**config.mk**
```make
export PLATFORM = sky130hd
export DESIGN_NAME = stream_mux_2x1
export DESIGN_NICKNAME = d
export VERILOG_FILES = /design/src/rtl/stream_mux_2x1.sv
export SDC_FILE = /design/constraint.sdc
export NUM_CORES = 1
export LEC_CHECK = 0
export ABC_AREA = 1
export CORE_MARGIN = 8
export CORE_UTILIZATION = 36
export DETAILED_ROUTE_END_ITERATION = 10
export HOLD_SLACK_MARGIN = 0.1
export MAX_ROUTING_LAYER = met4
export PLACE_DENSITY = 0.75
export SLEW_MARGIN = 5
export SYNTH_ARGS = -nofsm -noshare
export SYNTH_HDL_FRONTEND = slang
export SYNTH_SLANG_ARGS = --single-unit
```
**constraint.sdc**
```tcl
create_clock -name clk_in -period 1.78 [get_ports clk_in]
set_clock_uncertainty 0.1 [all_clocks]
set_input_delay 0.267 -clock clk_in [delete_from_list [all_inputs] [get_ports clk_in]]
set_output_delay 0.267 -clock clk_in [all_outputs]
set_load 0.05 [all_outputs]
```
**src/rtl/stream_mux_2x1.sv**
```systemverilog
// Two-source packet merge with per-packet round-robin arbitration.
// A packet that starts on one source holds the grant until its last beat,
// so packets never interleave. Each output beat carries its origin in y_src_out.
module stream_mux_2x1 #(
  parameter int unsigned WIDTH = 16
) (
  input  logic             clk_in,
  input  logic             rst_in,
  input  logic [WIDTH-1:0] a_data_in,
  input  logic             a_last_in,
  input  logic             a_valid_in,
  output logic             a_ready_out,
  input  logic [WIDTH-1:0] b_data_in,
  input  logic             b_last_in,
  input  logic             b_valid_in,
  output logic             b_ready_out,
  output logic [WIDTH-1:0] y_data_out,
  output logic             y_last_out,
  output logic             y_src_out,
  output logic             y_valid_out,
  input  logic             y_ready_in
);

  typedef enum logic [1:0] {
    IDLE   = 2'd0,
    LOCK_A = 2'd1,
    LOCK_B = 2'd2
  } state_t;

  state_t state, state_nxt;
  logic   ptr, ptr_nxt;       // 0 = A has priority on a tie, 1 = B
  logic   grant_a, grant_b;
  logic   load_en;
  logic   acc_a, acc_b;
  logic   acc_last;

  // Grant selection: locked source only, otherwise single valid source or ptr on a tie
  always_comb begin
    grant_a = 1'b0;
    grant_b = 1'b0;
    unique case (state)
      LOCK_A: grant_a = 1'b1;
      LOCK_B: grant_b = 1'b1;
      default: begin
        if (a_valid_in && (!b_valid_in || !ptr)) grant_a = 1'b1;
        else if (b_valid_in)                     grant_b = 1'b1;
      end
    endcase
  end

  // Handshake: the single output slot can take a beat when empty or being drained
  always_comb begin
    load_en     = !y_valid_out || y_ready_in;
    a_ready_out = load_en && grant_a && !rst_in;
    b_ready_out = load_en && grant_b && !rst_in;
    acc_a       = a_valid_in && a_ready_out;
    acc_b       = b_valid_in && b_ready_out;
    acc_last    = acc_a ? a_last_in : b_last_in;
  end

  // Next state and pointer: lock on a non-final beat, release and hand priority
  // to the other source on a final beat
  always_comb begin
    state_nxt = state;
    ptr_nxt   = ptr;
    if (acc_a || acc_b) begin
      if (acc_last) begin
        state_nxt = IDLE;
        // ptr points away from the source that just finished a packet
        ptr_nxt   = acc_a;
      end else begin
        state_nxt = acc_a ? LOCK_A : LOCK_B;
      end
    end
  end

  // Arbitration state registers
  always_ff @(posedge clk_in or posedge rst_in) begin
    if (rst_in) begin
      state <= IDLE;
      ptr   <= 1'b0;
    end else begin
      state <= state_nxt;
      ptr   <= ptr_nxt;
    end
  end

  // Output slot: load on an accepted beat, empty when drained with nothing new
  always_ff @(posedge clk_in or posedge rst_in) begin
    if (rst_in) begin
      y_valid_out <= 1'b0;
      y_data_out  <= '0;
      y_last_out  <= 1'b0;
      y_src_out   <= 1'b0;
    end else if (acc_a || acc_b) begin
      y_valid_out <= 1'b1;
      y_data_out  <= acc_a ? a_data_in : b_data_in;
      y_last_out  <= acc_last;
      y_src_out   <= acc_b;
    end else if (y_ready_in) begin
      y_valid_out <= 1'b0;
    end
  end

endmodule
```
==> impl_metrics.tcl, run 1 <==
set metrics [dict create \
    status "complete, but fails checks" \
    violations "negative setup slack" \
    avgSynthCellArea_sq_um 7.36 \
    worst_pin_slew_ns 0.281 \
    synth_area_sq_um 1200 \
    max-cap-violations 0 \
    setup_slack_ns -0.0863 \
    syn_nets 204 \
    setup_viol 2 \
    period_share_pct 105 \
    synthTopCellsByArea "dfrtp_1, nand2_1, inv_1, o21ai_0, ha_1" \
    instances_no_fill 283 \
    place_area_sq_um 1890 \
    clockBufferDepth 2 \
    maxSlewHeadroom_pct 81.3 \
    core_area_sq_um 3260 \
    grt_first_pass_wirelength_um 5450 \
    slew_viol_final 0 \
    cpMostUsedCell "nor2_4" \
    via_per_inst 4.28 \
    synthCells 163 \
    crit_chain "ha_4 -> nor2_4 -> nor2_4 -> and2_4 -> buf_8" \
    initial_core_util_pct 36.8 \
    drive_gt1_share_pct 24.1 \
    grt_pass1_vias 1211 \
    cts.sinks 22 \
    final_cell_area_sq_um 1980 \
    die_height_um 73.7 \
    synth.top_cell.area_share_pct 45.9 \
    worstSetupPathType "register to output pin" \
    hp-class "primary input to async pin" \
    cp-end-kind "output pin" \
    clock-root-buffer "clkbuf_4" \
    holdBufCountCts 0 \
    place.gp.congestion 0.763 \
    drt-pass1-iter-count 4 \
    cts_buffers 3 \
    drc 0 \
    grt_overflow 0 \
    rsz0062_at_grt "yes" \
    clk_latency_ns 0.30 \
    hpwl_um 2670 \
    period_needed_ns 1.87 \
    wl_per_cell_um 11.9 \
    grtUsageTotal_pct 13.2 \
    met3_usage_pct 3.68 \
    grt_max_degree 23 \
    p_total_mw 3.38 \
    crit_path_max_fanout 4 \
    busiest_layer "met2" \
    final_cell_mix "nand2_1, clkdlybuf4s50_1, buf_4, dfrtp_1, inv_1" \
    power_per_cell_area_nw_per_um2 1700 \
    antenna_found_initial 0 \
    wl_um 3360 \
    grtUsageMet2_pct 22.1 \
    required_ns 1.41 \
    fmax_mhz 536 \
    final_common_cell "nand2_1" \
    hold_viol 0 \
    syn_to_final_growth_pct 65.4 \
    synth_largest_area_cell "dfrtp_1" \
    clkTransAtPathRegs_ns 0.12 \
    grt_use_met1_pct 15.3 \
    start_kind "register" \
    io_pins 60 \
    finalSetupTns_ns -0.147 \
    power_leakage_nw 1.08 \
    slowest_delay_ns 0.44 \
    drt_iter0_drc 35 \
    ys_ff_latch 22 \
    synth_warnings 0 \
    dieArea_sq_um 5440 \
    cts_tree "built" \
    yosysSeqAreaShare_pct 45.9 \
    crit_slowest_cell "dfrtp_1" \
    synth.distinct_cells 21 \
    die_w_um 73.7 \
    rows 21 \
    antenna_cells 0 \
    vias 1212 \
    ant_nets 0 \
    cts-htree-levels 1 \
    post-place-ws_ns -0.0751 \
    critPathArrivalTime_ns 1.50 \
    peakVddDrop_uv 753 \
    fin_nets 280 \
    io_buffer_count 59 \
    dp.cells 277 \
]
-- metal layers --
metal / vias to the layer above / share of wire (%)
met5: - / 0
li1: 639 / -
met2: 30 / 51
met3: 2 / 4.3
met1: 541 / 44
met4: 0 / 0.45
-- critical path, delay by kind of cell (launching register included) --
kind	cells	cell delay (ns)
buf+inv	1	0.14
fa+ha+maj	1	0.33
flops	1	0.44
simple gates	3	0.29
-- worst paths after layout --
path	from	endpoint	slack, ns	cells past startpoint
max in group asynchronous	rst_in	y_data_out[14]$_DFFE_PP0P_	1.07	3
max reg2reg	state[1]$_DFFE_PP0P_	y_data_out[11]$_DFFE_PP0P_	0.01	10
max	state[1]$_DFFE_PP0P_	a_ready_out	-0.09	5
min	rst_in	y_data_out[6]$_DFFE_PP0P_	0.29	3
min reg2reg	y_last_out$_DFFE_PP0P_	y_last_out$_DFFE_PP0P_	0.39	2
min in group clk_in	y_last_out$_DFFE_PP0P_	y_last_out$_DFFE_PP0P_	0.39	2
-- stage by stage --
| stage | hold slack (ns) | utilization [%] |
|---|---|---|
| 6_report | 0.286 | 60.9 |
| 3_5_place_dp | 0.361 | 57.9 |
| 4_1_cts | 0.290 | 60.0 |
| 2_1_floorplan | 0.0403 | - |
| 5_1_grt | 0.300 | 60.9 |
| 3_3_place_gp | 0.359 | 57.9 |
-- cell type report --
cell class                 instances  area, sq um
clock buffer                       3         22.5
inverter                          23         90.1
tap                               46         57.6
fill                             300         1270
sequential                        22          551
timing repair buffer              77          717
multi-input combinational        112          547
-- kinds of logic (layout without fill, tap and decap cells) --
| family | after synthesis | after routing | share of synthesized area [%] |
|---|---|---|---|
| adder cells (fa/ha/maj) | 2 | 2 | 2.09 |
| buffers and inverters | 29 | 103 | 11.6 |
| AO/OA/AOI/OAI | 18 | 18 | 8.13 |
| flip-flops | 22 | 22 | 45.9 |
| AND/OR/NAND/NOR | 92 | 92 | 32.3 |
-- registers in the layout, indices dropped and copies added, names as in the netlist --
signal / cells
y_last_out: 1
state: 2
ptr: 1
y_data_out: 16
y_valid_out: 1
y_src_out: 1
-- report_power, final --
part | total, mW | switching, mW | internal [mW]
clock network | 0.223 | 0.144 | 0.0789
logic | 2.30 | 1.44 | 0.859
registers | 0.857 | 0.128 | 0.729
-- cell usage after synthesis (all sizes together) --
master and n:
buf 5, clkbuf 1, nand2 84, dfrtp 22
a21oi 1, nand3 3, inv 23, nand3b 1
nor2 2, o21ai 16, ha 2, o22ai 1
nand4 1, and2 1
-- timing repair --
| action | 4_1_cts | 5_1_grt |
|---|---|---|
| gates resized for setup | 8 | 11 |
| pin swaps | 5 | 3 |
| endpoints found under the setup margin | 9 | 22 |
| buffers inserted | 2 | 2 |
(Power assumes the default switching activity.)
==> inputs of run 2 (changes only) <==
--- a/config.mk
+++ b/config.mk
@@ -6,13 +6,13 @@
 export NUM_CORES = 1
 export LEC_CHECK = 0
 export ABC_AREA = 1
-export CORE_MARGIN = 8
+export CORE_MARGIN = 3
 export CORE_UTILIZATION = 36
 export DETAILED_ROUTE_END_ITERATION = 10
 export HOLD_SLACK_MARGIN = 0.1
 export MAX_ROUTING_LAYER = met4
 export PLACE_DENSITY = 0.75
-export SLEW_MARGIN = 5
+export SLEW_MARGIN = 20
 export SYNTH_ARGS = -nofsm -noshare
 export SYNTH_HDL_FRONTEND = slang
 export SYNTH_SLANG_ARGS = --single-unit
==> run 2 against run 1 <==
First-iteration DRC count fell by 34%. Largest power group unchanged. Hold slack lost 0.0055 ns. Global-route usage is 3.4 points higher. Highest routed layer unchanged. Critical path type unchanged. Count of clock-buffer cells in the layout unchanged. Routed wire length down 9.3%. The run still ends with negative setup slack left. Fmax fell by 0.84%.
==> impl_metrics.tcl, run 2 (synthesis results as in run 1) <==
set metrics [dict create \
    slowest_delay_ns 0.46 \
    finalSetupTns_ns -0.189 \
    drc 0 \
    cts-htree-levels 1 \
    clkPwrFrac_pct 10.7 \
    clockBufferDepth 2 \
    wl_um 3050 \
    p_seq_share_pct 24.1 \
    max-cap-violations 0 \
    required_ns 1.41 \
    grt_pass1_vias 1149 \
    io_buffer_count 59 \
    p_int_mw 1.85 \
    drt-pass1-iter-count 4 \
    vias 1186 \
    fmax_mhz 531 \
    peakVddDrop_uv 805 \
    grt_overflow 0 \
    rows 20 \
    largest_reg_flops 16 \
    post-place-ws_ns -0.112 \
    worstSetupPathType "register to output pin" \
    place.gp.congestion 0.742 \
    drive_gt1_share_pct 25.9 \
    crit_path_max_fanout 4 \
    worst_pin_slew_ns 0.286 \
    antenna_cells 0 \
    cts_buffers 3 \
    drt_iter0_drc 23 \
    fin_nets 281 \
    clock-root-buffer "clkbuf_4" \
    violations "negative setup slack" \
    ant_nets 0 \
    start_kind "register" \
    hold_viol 0 \
    grtUsageTotal_pct 16.6 \
    clk_latency_ns 0.31 \
    reg_top3 "y_data_out x16, state x2" \
    maxSlewHeadroom_pct 80.9 \
    holdBufCountCts 0 \
    die_w_um 63.7 \
    power_leakage_nw 1.10 \
    cp-end-kind "output pin" \
    switchingPower_mw 1.75 \
    core_area_sq_um 3130 \
    period_needed_ns 1.88 \
    dieArea_sq_um 4060 \
    critPathArrivalTime_ns 1.52 \
    slew_viol_final 0 \
    cts.sinks 22 \
    hpwl_um 2330 \
    rsz0062_at_grt "yes" \
    power_frac_comb_pct 65.1 \
    period_share_pct 106 \
    crit_slowest_cell "dfrtp_2" \
    wl_per_cell_um 10.8 \
    grt_max_degree 23 \
    status "complete, but fails checks" \
    setup_viol 3 \
    antenna_found_initial 0 \
    top_register "y_data_out" \
    netSwitchingFraction_pct 48.6 \
    initial_core_util_pct 38.4 \
    die_height_um 63.7 \
    nFillCells 262 \
    final_common_cell "nand2_1" \
    setup_slack_ns -0.102 \
    via_per_inst 4.19 \
    cts_tree "built" \
    grt_first_pass_wirelength_um 5140 \
    final_cell_mix "nand2_1, clkdlybuf4s50_1, buf_4, dfrtp_1, inv_1" \
    syn_to_final_growth_pct 69.2 \
    crit_chain "ha_4 -> buf_6 -> nand2_4 -> and2_4 -> buf_8" \
    power_per_cell_area_nw_per_um2 1780 \
    hold-worst-slack_ns 0.281 \
    hp-class "primary input to async pin" \
    clkTransAtPathRegs_ns 0.13 \
    io_pins 60 \
]
==> run 2: cell count changes in the layout (fill, tap and decap cells not counted), sizes merged <==
cell,before,now
bufinv,0,1
buf,39,40
==> run 2: area by class of cell <==
cell class                 count  area (sq um)  area share [%]
sequential                    22           552            27.2
timing repair buffer          78           727            35.8
clock buffer                   3          22.5            1.11
clock inverter                 1          30.0            1.48
inverter                      23          92.6            4.56
multi-input combinational    112           552            27.2
tap                           44          55.1            2.71
==> run 2: worst max-delay path: cells and delay by family (launching register included) <==
family / cells / cell delay (ns)
DFF: 1 / 0.46
adders and majority gates: 1 / 0.31
and+or+nand+nor: 2 / 0.18
buffers and inverters: 2 / 0.25
==> run 2: final timing paths <==
kind                                             from  slack, ns                    endpoint  cells after the start
hold / removal                                 rst_in       0.28  y_data_out[11]$_DFFE_PP0P_                      3
setup reg to reg                 state[1]$_DFFE_PP0P_          0   y_data_out[7]$_DFFE_PP0P_                     10
hold reg to reg            y_data_out[15]$_DFFE_PP0P_       0.39  y_data_out[15]$_DFFE_PP0P_                      2
min in group clk_in        y_data_out[15]$_DFFE_PP0P_       0.39  y_data_out[15]$_DFFE_PP0P_                      2
setup / recovery                 state[1]$_DFFE_PP0P_      -0.10                 a_ready_out                      5
max in group asynchronous                      rst_in       1.05        state[1]$_DFFE_PP0P_                      3
==> run 2: power by group through the flow <==
stage	Sequential, mW	Clock, mW	Combinational (mW)
5_1_grt	0.901	0.404	2.52
6_report	0.870	0.387	2.35
2_1_floorplan	1.53	0	0.760
4_1_cts	0.864	0.389	2.27
3_3_place_gp	0.865	0	2.07
3_5_place_dp	0.859	0	2.11
==> run 2: stage by stage <==
stage | util, % | cell area (sq um) | cells | power (mW)
2_1_floorplan | - | 1210 | 163 | 2.29
3_3_place_gp | 60.1 | 1880 | 276 | 2.94
3_5_place_dp | 60.1 | 1880 | 276 | 2.97
4_1_cts | 63.6 | 1990 | 282 | 3.52
5_1_grt | 64.9 | 2030 | 283 | 3.83
6_report | 64.9 | 2030 | 283 | 3.60
==> run 2: per-layer routing <==
layer  routed length [um]  track usage (%)
met4                   40             5.66
met5                    0                -
met1                 1330             20.2
met2                 1520             27.4
met3                  166             3.34
==> run 2: timing repair <==
| item | 4_1_cts | 5_1_grt |
|---|---|---|
| pin swaps | 4 | 2 |
| gates resized for setup | 9 | 21 |
| setup buffers | 3 | 1 |
| setup endpoints to repair | 19 | 21 |
==> inputs of run 3 (changes only) <==
--- a/config.mk
+++ b/config.mk
@@ -11,7 +11,7 @@
 export DETAILED_ROUTE_END_ITERATION = 10
 export HOLD_SLACK_MARGIN = 0.1
 export MAX_ROUTING_LAYER = met4
-export PLACE_DENSITY = 0.75
+export PLACE_DENSITY = 0.72
 export SLEW_MARGIN = 20
 export SYNTH_ARGS = -nofsm -noshare
 export SYNTH_HDL_FRONTEND = slang
==> run 3 against run 2 <==
The run still ends with negative setup slack left. Hold slack better by 0.011 ns. Cell area hardly changed. Die area did not move. Routed wire length down 0.43%. Cell count is 1.4% higher. Non-clock buffer count up 5. First-iteration DRC count increased to 2.7 times the previous value. Combinational power about the same. Register-to-register slack got worse by 0.02 ns. Global-route usage increased by 0.13 points. Fmax down 2.9%. Critical path depth unchanged. Critical endpoint unchanged. Largest power group unchanged. Highest routed layer unchanged.
==> impl_metrics.tcl, run 3 (synthesis results as in run 1) <==
set metrics [dict create \
    status "complete, but fails checks" \
    violations "negative setup slack" \
    top_register "y_data_out" \
    io_buffer_count 59 \
    p_int_mw 1.70 \
    cp-end-kind "output pin" \
    hpwl_um 2340 \
    io_pins 60 \
    worstSetupPathType "register to output pin" \
    rsz0062_at_grt "yes" \
    reg2reg_from "state[1]$_DFFE_PP0P_" \
    fin_nets 286 \
    drt_iter0_drc 63 \
    final_common_cell "nand2_1" \
    p_seq_share_pct 25.4 \
    clkTransAtPathRegs_ns 0.12 \
    clk_latency_ns 0.30 \
    cts_buffers 3 \
    seq_area_sq_um 551 \
    syn_to_final_growth_pct 69.3 \
    initial_core_util_pct 38.4 \
    largest_reg_flops 16 \
    grt_overflow 0 \
    cts_tree "built" \
    holdBufCountCts 0 \
    ant_nets 0 \
    core_area_sq_um 3130 \
    vias 1227 \
    fmax_mhz 516 \
    grt_first_pass_wirelength_um 5240 \
    power_leakage_nw 1.10 \
    place.gp.congestion 0.758 \
    required_ns 1.41 \
    rr_worst_depth 13 \
    crit_path_max_fanout 4 \
    antenna_found_initial 0 \
    rows 20 \
    start_kind "register" \
    slew_viol_final 0 \
    crit_slowest_cell "dfrtp_1" \
    setup_viol 4 \
    drive_gt1_share_pct 26.3 \
    peakVddDrop_uv 913 \
    reg_top3 "y_data_out x16, state x2" \
    reg2reg_to "ptr$_DFFE_PP0P_" \
    drt-pass1-iter-count 4 \
    max-cap-violations 0 \
    cts-htree-levels 1 \
    crit_chain "ha_4 -> buf_4 -> nand2_2 -> and2_4 -> buf_8" \
    wl_um 3040 \
    slowest_delay_ns 0.46 \
    final_cell_area_sq_um 2030 \
    power_frac_comb_pct 68.3 \
    place_area_sq_um 1870 \
    power_per_cell_area_nw_per_um2 1680 \
    final_cell_mix "nand2_1, clkdlybuf4s50_1, buf_4, dfrtp_1, inv_1" \
    clkPwrFrac_pct 6.4 \
    grt_max_degree 23 \
    multiInputGateArea_sq_um 562 \
    grtUsageTotal_pct 16.7 \
    worst_pin_slew_ns 0.280 \
    hp-class "primary input to async pin" \
    startpoint "state[1]$_DFFE_PP0P_" \
    via_per_inst 4.28 \
    dieArea_sq_um 4060 \
    setup_slack_ns -0.157 \
    netSwitchingFraction_pct 50.2 \
    antenna_cells 0 \
    nFillCells 289 \
    maxSlewHeadroom_pct 81.3 \
    finalSetupTns_ns -0.334 \
    hold_viol 0 \
    grt_pass1_vias 1114 \
    drc 0 \
    period_needed_ns 1.94 \
    wl_per_cell_um 10.6 \
    die_w_um 63.7 \
    cts.sinks 22 \
    critPathArrivalTime_ns 1.57 \
    switchingPower_mw 1.72 \
    die_height_um 63.7 \
    period_share_pct 109 \
    reg2reg_slack_ns -0.02 \
    clockBufferDepth 2 \
    clock-root-buffer "clkbuf_4" \
    p_total_mw 3.42 \
]
==> run 3: cell count changes in the layout (fill, tap and decap cells not counted), moves of 2 or more <==
cell and delta:
buf_4 +5, o21ai_0 +4, o21ai_1 -4, nand2_1 +3, buf_6 +2, nand2_2 -2
==> run 3: area by class of cell <==
| class | count | area share (%) |
|---|---|---|
| timing repair buffer | 83 | 37.0 |
| tap | 44 | 2.71 |
| multi-input combinational | 112 | 27.6 |
| sequential | 22 | 27.1 |
| clock buffer | 3 | 1.11 |
| inverter | 23 | 4.43 |
==> run 3: timing repair <==
action	in CTS	in global routing
endpoints found under the setup margin	19	23
gates resized for setup	9	15
pin swaps	6	5
setup buffers	4	4
==> run 3: power by group through the flow <==
stage	Combinational, mW	Clock (mW)	Sequential [mW]
floorplan	0.760	0	1.53
global placement	2.06	0	0.863
detailed placement	2.09	0	0.862
CTS	2.23	0.228	0.863
global route	2.54	0.248	0.898
finish	2.34	0.218	0.867
==> run 3: critical path: cells and delay by family, from the launching register on <==
kind | cells | cell delay, ns
simple gates | 2 | 0.24
flops | 1 | 0.46
fa+ha+maj | 1 | 0.32
buf+inv | 2 | 0.25
==> run 3: metal layers <==
metal / global-route usage, % / wire length (um)
met1: 21.9 / 1400
met2: 26.7 / 1470
met3: 4.22 / 143
met4: 2.43 / 19
met5: - / 0
==> run 3: how the worst max path moves through the flow <==
stage / end / cells past startpoint / slack (ns)
after floorplan: a_ready_out / 4 / 0.04
after global placement: y_data_out[2]$_DFFE_PP0P_ / 11 / -0.06
after detailed placement: y_data_out[4]$_DFFE_PP0P_ / 11 / -0.09
after CTS: b_ready_out / 5 / -0.16
after global routing: a_ready_out / 5 / -0.22
final: a_ready_out / 5 / -0.16
==> run 3: through the flow <==
step | utilization [%] | worst slack, ns | std cells | hold WS [ns]
after global routing | 65.0 | -0.215 | 287 | 0.329
after CTS | 62.7 | -0.164 | 283 | 0.301
after floorplan | - | 0.0388 | 163 | 0.0403
after detailed placement | 59.7 | -0.0905 | 276 | 0.371
after global placement | 59.7 | -0.0641 | 276 | 0.362
final | 65.0 | -0.157 | 287 | 0.292
